File: src/rtl/pe_operand_join_pkg.sv
// Shared defaults and sizing helper for the operand-join block and its lane buffers.
package pe_operand_join_pkg;

  localparam int unsigned DEFAULT_WIDTH_A = 16;
  localparam int unsigned DEFAULT_WIDTH_B = 32;
  localparam int unsigned DEFAULT_DEPTH   = 4;

  // Occupancy counters need one extra bit so that "full" (== depth) is representable.
  function automatic int unsigned count_width(input int unsigned depth);
    return $clog2(depth) + 1;
  endfunction

endpackage

File: src/rtl/pe_operand_join_lane.sv
// Single-lane circular buffer with a registered head entry and an occupancy count.
module pe_lane_fifo
  import pe_operand_join_pkg::*;
#(
  parameter int unsigned WIDTH = DEFAULT_WIDTH_A,
  parameter int unsigned DEPTH = DEFAULT_DEPTH
) (
  input  logic                            clk,
  input  logic                            rst,
  input  logic                            push_valid,
  output logic                            push_ready,
  input  logic [WIDTH-1:0]                push_data,
  input  logic                            pop,
  output logic [WIDTH-1:0]                head,
  output logic [count_width(DEPTH)-1:0]   count
);

  localparam int unsigned PW = $clog2(DEPTH);
  localparam int unsigned CW = count_width(DEPTH);
  localparam logic [CW-1:0] FULL = CW'(DEPTH);

  logic [WIDTH-1:0] mem [DEPTH];
  logic [PW-1:0]    wr_ptr;
  logic [PW-1:0]    rd_ptr;
  logic             do_push;
  logic             do_pop;

  // Ready is held high through reset; anything offered then is discarded below.
  assign push_ready = rst || (count < FULL);
  assign do_push    = push_valid && push_ready && !rst;
  assign do_pop     = pop && (count != '0) && !rst;
  assign head       = mem[rd_ptr];

  always_ff @(posedge clk) begin
    if (rst) begin
      mem    <= '{default: '0};
      wr_ptr <= '0;
      rd_ptr <= '0;
      count  <= '0;
    end else begin
      if (do_push) begin
        mem[wr_ptr] <= push_data;
        wr_ptr      <= wr_ptr + PW'(1);
      end
      if (do_pop) begin
        rd_ptr <= rd_ptr + PW'(1);
      end
      unique case ({do_push, do_pop})
        2'b10:   count <= count + CW'(1);
        2'b01:   count <= count - CW'(1);
        default: count <= count;
      endcase
    end
  end

endmodule

File: src/rtl/pe_operand_join.sv
// Joins two independent operand streams into FIFO-ordered (A, B) pairs for a PE.
module pe_operand_join
  import pe_operand_join_pkg::*;
#(
  parameter int unsigned WIDTH_A = DEFAULT_WIDTH_A,
  parameter int unsigned WIDTH_B = DEFAULT_WIDTH_B,
  parameter int unsigned DEPTH   = DEFAULT_DEPTH
) (
  input  logic                          clk,
  input  logic                          rst,
  input  logic                          in0_valid,
  output logic                          in0_ready,
  input  logic [WIDTH_A-1:0]            in0_data,
  input  logic                          in1_valid,
  output logic                          in1_ready,
  input  logic [WIDTH_B-1:0]            in1_data,
  output logic                          out_valid,
  input  logic                          out_ready,
  output logic [WIDTH_A-1:0]            out_a_data,
  output logic [WIDTH_B-1:0]            out_b_data,
  output logic [count_width(DEPTH)-1:0] count_a,
  output logic [count_width(DEPTH)-1:0] count_b
);

  logic fire;

  // A pair exists only when both lanes hold an entry; a fire drains one from each.
  assign out_valid = (count_a != '0) && (count_b != '0);
  assign fire      = out_valid && out_ready;

  pe_lane_fifo #(
    .WIDTH (WIDTH_A),
    .DEPTH (DEPTH)
  ) u_lane_a (
    .clk        (clk),
    .rst        (rst),
    .push_valid (in0_valid),
    .push_ready (in0_ready),
    .push_data  (in0_data),
    .pop        (fire),
    .head       (out_a_data),
    .count      (count_a)
  );

  pe_lane_fifo #(
    .WIDTH (WIDTH_B),
    .DEPTH (DEPTH)
  ) u_lane_b (
    .clk        (clk),
    .rst        (rst),
    .push_valid (in1_valid),
    .push_ready (in1_ready),
    .push_data  (in1_data),
    .pop        (fire),
    .head       (out_b_data),
    .count      (count_b)
  );

endmodule

File: config.mk
export PLATFORM = sky130hd
export DESIGN_NAME = pe_operand_join
export DESIGN_NICKNAME = d
export VERILOG_FILES = /design/src/rtl/pe_operand_join_pkg.sv /design/src/rtl/pe_operand_join_lane.sv /design/src/rtl/pe_operand_join.sv
export SDC_FILE = /design/constraint.sdc
export NUM_CORES = 1
export LEC_CHECK = 0
export BUFFER_PORTS_ARGS = -buffer_cell sky130_fd_sc_hd__buf_2
export CAP_MARGIN = 20
export CORE_AREA = 2 2 140 142
export DETAILED_ROUTE_END_ITERATION = 10
export DIE_AREA = 0 0 142 144
export GPL_ROUTABILITY_DRIVEN = 0
export PLACE_DENSITY = 0.69
export SLEW_MARGIN = 40
export SYNTH_ARGS = -nofsm -noshare
export SYNTH_HDL_FRONTEND = slang
export SYNTH_HIERARCHICAL = 1
export SYNTH_SLANG_ARGS = --single-unit
File: constraint.sdc
create_clock -name clk -period 3.15 [get_ports clk]
set_clock_uncertainty 0.05 [all_clocks]
set_input_delay 0.63 -clock clk [delete_from_list [all_inputs] [get_ports clk]]
set_output_delay 0.63 -clock clk [all_outputs]
set_load 0.05 [all_outputs]
==> results of run 1 <==
[state kept, by name, indices dropped and copies added (netlist names)]
name	cells
u_lane_a/rd_ptr	2
u_lane_b/wr_ptr	2
u_lane_a/count	3
u_lane_b/count	3
u_lane_b/rd_ptr	2
u_lane_a/wr_ptr	2
u_lane_a/mem	64
u_lane_b/mem	128
[metrics by stage]
step | setup slack [ns] | util | std cells | hold slack [ns]
CTS | 0.3360 | 0.5534 | 1323 | 0.3358
global placement | 0.6163 | 0.5187 | 1287 | 0.3883
detailed placement | 0.5693 | 0.5189 | 1287 | 0.3961
global route | 0.3104 | 0.5539 | 1323 | 0.3414
floorplan | 0.5911 | - | 997 | 0.3831
finish | 0.3684 | 0.5539 | 1323 | 0.3518
[cells in the mapped netlist]
master | instances | area share
o31ai_1 | 4 | 0.0032
ha_1 | 10 | 0.013
buf_6 | 19 | 0.023
xnor2_1 | 4 | 0.0038
nand2b_1 | 2 | 0.0013
xor2_1 | 6 | 0.0056
or4_1 | 2 | 0.0016
a21oi_1 | 77 | 0.041
mux2i_1 | 2 | 0.0022
and4bb_2 | 1 | 0.0013
nand2_2 | 4 | 0.0027
buf_1 | 1 | 0.00040
clkbuf_2 | 4 | 0.0022
clkbuf_1 | 12 | 0.0048
nor3b_2 | 3 | 0.0040
inv_1 | 6 | 0.0024
nor2_1 | 15 | 0.0061
o311ai_0 | 2 | 0.0019
nor4bb_1 | 7 | 0.0075
mux4_2 | 48 | 0.12
dfxtp_1 | 206 | 0.44
nand2_1 | 382 | 0.15
fa_1 | 2 | 0.0043
o21ai_0 | 2 | 0.0011
nor3_2 | 2 | 0.0022
buf_2 | 35 | 0.019
buf_4 | 16 | 0.013
a21oi_2 | 115 | 0.11
nand4bb_1 | 8 | 0.0097
[routing by layer]
metal,global-route usage,wire [um]
met5,0,0
met1,0.2746,9936
met2,0.3905,11240
met4,0.04579,380
met3,0.03742,913
[final cells by class]
cell class                      count  area share
Clock buffer                       32     0.06049
Timing Repair Buffer              139     0.07541
Clock inverter                      4    0.001894
Tap cell                          238     0.02818
Multi-Input combinational cell    698      0.4415
Inverter                            6    0.002131
Sequential cell                   206      0.3904
[final timing paths]
check / start / endpoint / cells past startpoint
min: in1_data[2] / u_lane_b/mem[98] / 3
max reg2reg: u_lane_a/count[2] / u_lane_b/count[2] / 9
max: u_lane_b/rd_ptr[0] / out_b_data[15] / 3
min reg2reg: u_lane_a/mem[18] / u_lane_a/mem[18] / 2
[worst max-delay path, delay by kind of cell (launching register included)]
kind	cells	cell delay (ns)
flops	1	0.64
buf+inv	2	0.60
mux	1	0.35
[power by group through the flow]
| stage | logic (mW) | clock network (mW) | registers, mW |
|---|---|---|---|
| 6_report | 0.590 | 2.40 | 2.71 |
| 5_1_grt | 0.631 | 2.57 | 2.72 |
| 4_1_cts | 0.589 | 2.45 | 2.71 |
| 3_5_place_dp | 0.587 | 0 | 2.77 |
| 3_3_place_gp | 0.579 | 0 | 2.77 |
| 2_1_floorplan | 0.419 | 0 | 2.77 |
[cells by family (layout without fill, tap and decap cells)]
| family | after synthesis | count (layout) | synth area share |
|---|---|---|---|
| muxes | 50 | 50 | 0.1184 |
| and+or+nand+nor | 426 | 426 | 0.1906 |
| AOI/OAI and AO/OA | 200 | 200 | 0.1559 |
| adders and majority gates | 12 | 12 | 0.01776 |
| DFF | 206 | 206 | 0.4434 |
| buffers and inverters | 93 | 181 | 0.06457 |
| xor gates and xnor gates | 10 | 10 | 0.009416 |
==> results_dict.tcl, run 1 <==
set metrics [dict create \
    port_buffers 109 \
    outcome "completed" \
    drtIter0Drc 401 \
    period_minus_slack_ns 2.782 \
    hold_viol 0 \
    slew_headroom 0.4716 \
    drive_above_1_share 0.3253 \
    grt_pass1_vias 6971 \
    clockBufferDepth 3 \
    multi_input_area_um2 4666 \
    cts_made_buffers 23 \
    wl_per_cell_um 16.98 \
    p_total_mw 5.707 \
    ios 110 \
    worst_setup_path_start_kind "flop" \
    vias 7101 \
    max_freq_ghz 0.3595 \
    cts_setup_buffers 0 \
    clkPwrFrac 0.421 \
    hold_buffers 0 \
    rows 51 \
    power_density_nw_per_um2 540.0 \
    endpoint_kind "output port" \
    worst_pin_slew_ns 0.7926 \
    clkLatencyLatePin_ns 0.50 \
    synth_cells 997 \
    fin_crit_sh 0.8830 \
    grt_use_total 0.2170 \
    overflow 0 \
    pwr-share-seq 0.476 \
    num-nets-final 1139 \
    core_region_area_um2 19080 \
    final_antenna_net_count 0 \
    syn2layout_area_growth_pct 13.63 \
    leakage_nw 3.618 \
    cp.required_ns 2.47 \
    slowest_delay_ns 0.64 \
    cts_root_buf "clkbuf_16" \
    drtPass1Iterations 4 \
    syn-num-nets 1062 \
    cp.arrival_ns 2.10 \
    comb_power_share 0.103 \
    layout_commonest_cell "nand2_1" \
    synth_seq_cells 206 \
    internal_power_mw 4.257 \
    ir_drop_v 0.0003467 \
    cts_sinks 206 \
    remaining_drc_errors 0 \
    final_cell_mix "382 x nand2_1, 204 x dfxtp_1, 115 x a21oi_2" \
    cts_htree_levels 1 \
    cts.clk_slew.worst_paths_ns 0.06 \
    max-cap-violations 0 \
    die_area_um2 20450 \
    cts_tree "done" \
    cp_max_fo 16 \
    antenna_found_initial 1 \
    diodes 0 \
    viasPerCell 5.367 \
    setup_tns_ns 0 \
    synth.yosys.seq_area_share 0.4434 \
    placed_area_um2 9899 \
    die_x_um 142 \
    initial_utilization 0.4875 \
    worstSetupPathType "reg2out" \
    seqCellArea_um2 4126 \
    synth_warnings 6 \
    grt_start_max_net_pins 66 \
    die_y_um 144 \
    rsz0062_at_grt "false" \
    slowest_stage "dfxtp_2" \
    post_cts_resized 0 \
    crit_path_cell_trace "buf_4, mux4_2, buf_2" \
    switchingPower_mw 1.451 \
    setup_viol 0 \
    hold_path.class "in2reg" \
    dpl.hpwl_mm 13.86 \
    fillCellCount 1700 \
    sw_frac_of_total 0.2542 \
    avgSynthCellArea_um2 9.329 \
    r2r_slack_ns 0.75 \
    grt_pass1_wl_mm 35.71 \
    route.final.wire_length_mm 22.47 \
    slew_viol_final 0 \
    yosysUniqueCellTypes 29 \
    syn_area_um2 9301 \
    fin_area_um2 10570 \
]
No activity file was read; power rests on OpenSTA's default activity.
==> run 2: changes to the inputs <==
--- a/constraint.sdc
+++ b/constraint.sdc
@@ -4,2 +4,2 @@
 set_output_delay 0.63 -clock clk [all_outputs]
-set_load 0.05 [all_outputs]
+set_load 0.01 [all_outputs]
==> results_dict.tcl, run 2 (synthesis gave the netlist of run 1 again) <==
set metrics [dict create \
    outcome "completed" \
    rows 51 \
    rsz0062_at_grt "false" \
    wl_per_cell_um 16.94 \
    grt_use_total 0.2230 \
    setup_tns_ns 0 \
    viasPerCell 5.363 \
    slew_viol_final 0 \
    die_y_um 144 \
    antenna_found_initial 1 \
    drtPass1Iterations 4 \
    route.final.wire_length_mm 22.47 \
    overflow 0 \
    grt_pass1_wl_mm 36.51 \
    leakage_nw 3.636 \
    fin_area_um2 10620 \
    cp.arrival_ns 1.99 \
    worstSetupPathType "reg2out" \
    final_antenna_net_count 0 \
    finalWorstSetupSlack_ns 0.4773 \
    hold_buffers 0 \
    grtUsageMet1 0.2862 \
    p_total_mw 5.686 \
    core_region_area_um2 19080 \
    hold_viol 0 \
    cts_made_buffers 23 \
    dpl.hpwl_mm 13.85 \
    cts_setup_buffers 0 \
    ir_drop_v 0.0004258 \
    drive_above_1_share 0.3254 \
    regMostFlops "u_lane_b/mem" \
    hold_path.class "in2reg" \
    drtIter0Drc 387 \
    remaining_drc_errors 0 \
    die_x_um 142 \
    pre_cts_slack_ns 0.5529 \
    post_cts_resized 0 \
    fillCellCount 1720 \
    worst_pin_slew_ns 0.7378 \
    die_area_um2 20450 \
    port_buffers 109 \
    cts_sinks 206 \
    cts_root_buf "clkbuf_16" \
    period_minus_slack_ns 2.673 \
    diodes 0 \
    syn2layout_area_growth_pct 14.15 \
    power_density_nw_per_um2 535.5 \
    initial_utilization 0.4875 \
    reg_top3 "u_lane_b/mem x128, u_lane_a/mem x64" \
    cp_max_fo 29 \
    top_usage_layer "met2" \
    worst_setup_path_start_kind "flop" \
    grt_util_met2 0.3885 \
    placed_area_um2 9906 \
    final_cell_mix "382 x nand2_1, 204 x dfxtp_1, 115 x a21oi_2" \
    met3_usage 0.03709 \
    setup_viol 0 \
    grt_start_max_net_pins 60 \
    cts_tree "done" \
    largest_reg_flops 128 \
    clockBufferDepth 3 \
    cts_htree_levels 1 \
    grt_pass1_vias 7018 \
    num-nets-final 1138 \
    max-cap-violations 0 \
    layout_commonest_cell "nand2_1" \
    slew_headroom 0.5081 \
    clkLatencyLatePin_ns 0.49 \
    endpoint_kind "output port" \
    cts.clk_slew.worst_paths_ns 0.06 \
    vias 7112 \
    cp.required_ns 2.47 \
    fin_crit_sh 0.8485 \
    max_freq_ghz 0.3742 \
    holdWs_ns 0.3468 \
    ios 110 \
]
[run 2: cell count changes in the layout (fill, tap and decap cells not counted), sizes merged]
| cell | before | now |
|---|---|---|
| clkbuf | 32 | 36 |
| buf | 139 | 138 |
[run 2: path summary, 6_finish.rpt]
kind,from,end,slack [ns],cells after the start
setup / recovery,u_lane_b/rd_ptr[1],out_b_data[3],0.48,3
hold / removal,in1_data[5],u_lane_b/mem[101],0.35,3
setup reg to reg,u_lane_a/count[2],u_lane_b/count[2],0.71,9
hold reg to reg,u_lane_a/mem[31],u_lane_a/mem[31],0.40,2
[run 2: critical path: stages (launching register included)]
cell	delay (ns)
dfxtp_2	0.44
buf_12	0.29
mux4_2	0.59
buf_2	0.16
[run 2: area by class of cell]
class | count | area, um2 | area share
inverter | 6 | 22.52 | 0.002121
sequential | 206 | 4126 | 0.3886
clock inverter | 4 | 23.77 | 0.002239
multi-input combinational | 698 | 4661 | 0.4390
clock buffer | 36 | 684.4 | 0.06446
tap | 238 | 297.8 | 0.02805
timing repair buffer | 138 | 802.0 | 0.07554
[run 2: power by group]
group          switching, mW  total (mW)  internal, mW
Sequential            0.0418        2.71          2.67
Clock                   1.01        2.50          1.48
Combinational          0.290       0.475         0.184
Total                   1.35        5.69          4.34
[run 2: metal layers]
metal  up-vias  share of wire
met1      3410           0.43
met2       182           0.50
met3        29          0.049
li1       3491              -
met4         0          0.018
met5         -              0
[run 2: metrics by stage]
| stage | utilization | std cells |
|---|---|---|
| 2_1_floorplan | - | 997 |
| 3_3_place_gp | 0.5189 | 1286 |
| 3_5_place_dp | 0.5192 | 1286 |
| 4_1_cts | 0.5563 | 1326 |
| 5_1_grt | 0.5565 | 1326 |
| 6_report | 0.5565 | 1326 |
==> run 3: changes to the inputs <==
Settings changed: PLACE_DENSITY 0.69 to 0.72.
Clock period 3.15 ns to 2.45 ns, I/O delays scaled along.
==> results_dict.tcl, run 3 (synthesis gave the netlist of run 1 again) <==
set metrics [dict create \
    outcome "completed" \
    die_y_um 144 \
    die_area_um2 20450 \
    slowest_stage "dfxtp_2" \
    drtIter0Drc 479 \
    fillCellCount 1652 \
    wl_per_cell_um 16.60 \
    hold_path.class "in2reg" \
    ios 110 \
    slew_viol_final 0 \
    largest_reg_flops 128 \
    r2r_cells 9 \
    setup_viol 0 \
    cts_htree_levels 1 \
    grt_pass1_wl_mm 36.51 \
    route.final.wire_length_mm 22.30 \
    overflow 0 \
    antenna_found_initial 0 \
    p_total_mw 7.812 \
    hold_depth 3 \
    stdcell_count 1343 \
    cts_sinks 206 \
    die_x_um 142 \
    power_density_nw_per_um2 717.0 \
    holdWs_ns 0.2097 \
    pre_cts_slack_ns 0.07990 \
    port_buffers 109 \
    r2r_slack_ns 0.17 \
    final_antenna_net_count 0 \
    grt_use_total 0.2202 \
    grt_pass1_vias 7208 \
    viasPerCell 5.345 \
    cp.required_ns 1.91 \
    ir_drop_v 0.0005550 \
    crit_path_cell_trace "buf_12, mux4_2, buf_2" \
    hold_buffers 0 \
    vias 7179 \
    fin_crit_sh 0.9630 \
    cts_root_buf "clkbuf_16" \
    placed_area_um2 10050 \
    hold_end "u_lane_b/mem[101]" \
    layout_commonest_cell "nand2_1" \
    clkLatencyLatePin_ns 0.49 \
    final_cell_mix "382 x nand2_1, 203 x dfxtp_1, 115 x a21oi_2" \
    endpoint_kind "output port" \
    setup_tns_ns 0 \
    cts_made_buffers 23 \
    rows 51 \
    fin_area_um2 10890 \
    hold_viol 0 \
    num-nets-final 1153 \
    remaining_drc_errors 0 \
    cp_max_fo 20 \
    max_freq_ghz 0.4239 \
    slew_headroom 0.5317 \
    r2r_start "u_lane_a/count[1]" \
    worst_hold_startpoint "in1_data[5]" \
    worstSetupPathType "reg2out" \
    grt_start_max_net_pins 52 \
    cts_tree "done" \
    worst_setup_path_start_kind "flop" \
    dpl.cell_count 1301 \
    cp.arrival_ns 1.82 \
    worst_pin_slew_ns 0.7024 \
    reg_top3 "u_lane_b/mem x128, u_lane_a/mem x64" \
    max-cap-violations 0 \
    cts.clk_slew.worst_paths_ns 0.06 \
    drive_above_1_share 0.3415 \
    period_minus_slack_ns 2.359 \
    core_region_area_um2 19080 \
    slowest_delay_ns 0.55 \
    post-route-util 0.5710 \
    dpl.hpwl_mm 14.05 \
    rsz0062_at_grt "false" \
    drtPass1Iterations 5 \
    clockBufferDepth 3 \
    initial_utilization 0.4875 \
    syn2layout_area_growth_pct 17.12 \
    timing.rr.end "u_lane_a/count[2]" \
    finalWorstSetupSlack_ns 0.09076 \
    regMostFlops "u_lane_b/mem" \
    leakage_nw 3.789 \
]
[run 3: changes by cell type in the layout (fill, tap and decap cells not counted), moves of 2 or more]
cell       delta
buf_12        +3
buf_4        +11
bufinv_16     +4
clkbuf_1      -6
clkinv_2      +2
[run 3: critical path: cells and delay by family, from the launching register on]
family,cells,cell delay (ns)
buf+inv,2,0.41
flops,1,0.55
mux,1,0.36
[run 3: per-layer routing]
metal / GRT usage / vias up / wire length [um]
li1: - / 3519 / -
met2: 0.3809 / 168 / 10980
met4: 0.06579 / 0 / 507
met3: 0.04040 / 39 / 1149
met5: 0 / - / 0
met1: 0.2821 / 3453 / 9661
[run 3: worst max path at each step]
stage	startpoint	end	slack, ns	cells after the start
after detailed placement	out_ready	u_lane_a/count[2]	0.08	9
final	u_lane_b/rd_ptr[0]	out_b_data[21]	0.09	3
after CTS	u_lane_a/rd_ptr[0]	out_a_data[11]	0.05	3
after global placement	out_ready	u_lane_b/count[2]	0.16	9
after floorplan	rst	u_lane_a/count[2]	0.04	9
after global routing	u_lane_b/count[2]	u_lane_b/count[2]	0.02	9
[run 3: repair_timing]
item / in CTS / in global routing
gates resized for setup: 1 / 3
buffers inserted: 0 / 0
setup endpoints to repair: 1 / 4
pin swaps: 0 / 1
[run 3: area by class of cell]
cell class                      count  area [um2]  area share
Antenna cell                        1       2.502   0.0002297
Clock buffer                       31       675.6     0.06202
Clock inverter                     10       153.9     0.01413
Inverter                            6       22.52    0.002067
Multi-Input combinational cell    698        4658      0.4276
Sequential cell                   206        4128      0.3789
Tap cell                          238       297.8     0.02733
Timing Repair Buffer              153       955.9     0.08775
[run 3: power by group]
group / total, mW / switching [mW] / internal [mW]
sequential: 3.49 / 0.0521 / 3.44
clock: 3.70 / 1.35 / 2.35
combinational: 0.625 / 0.372 / 0.253
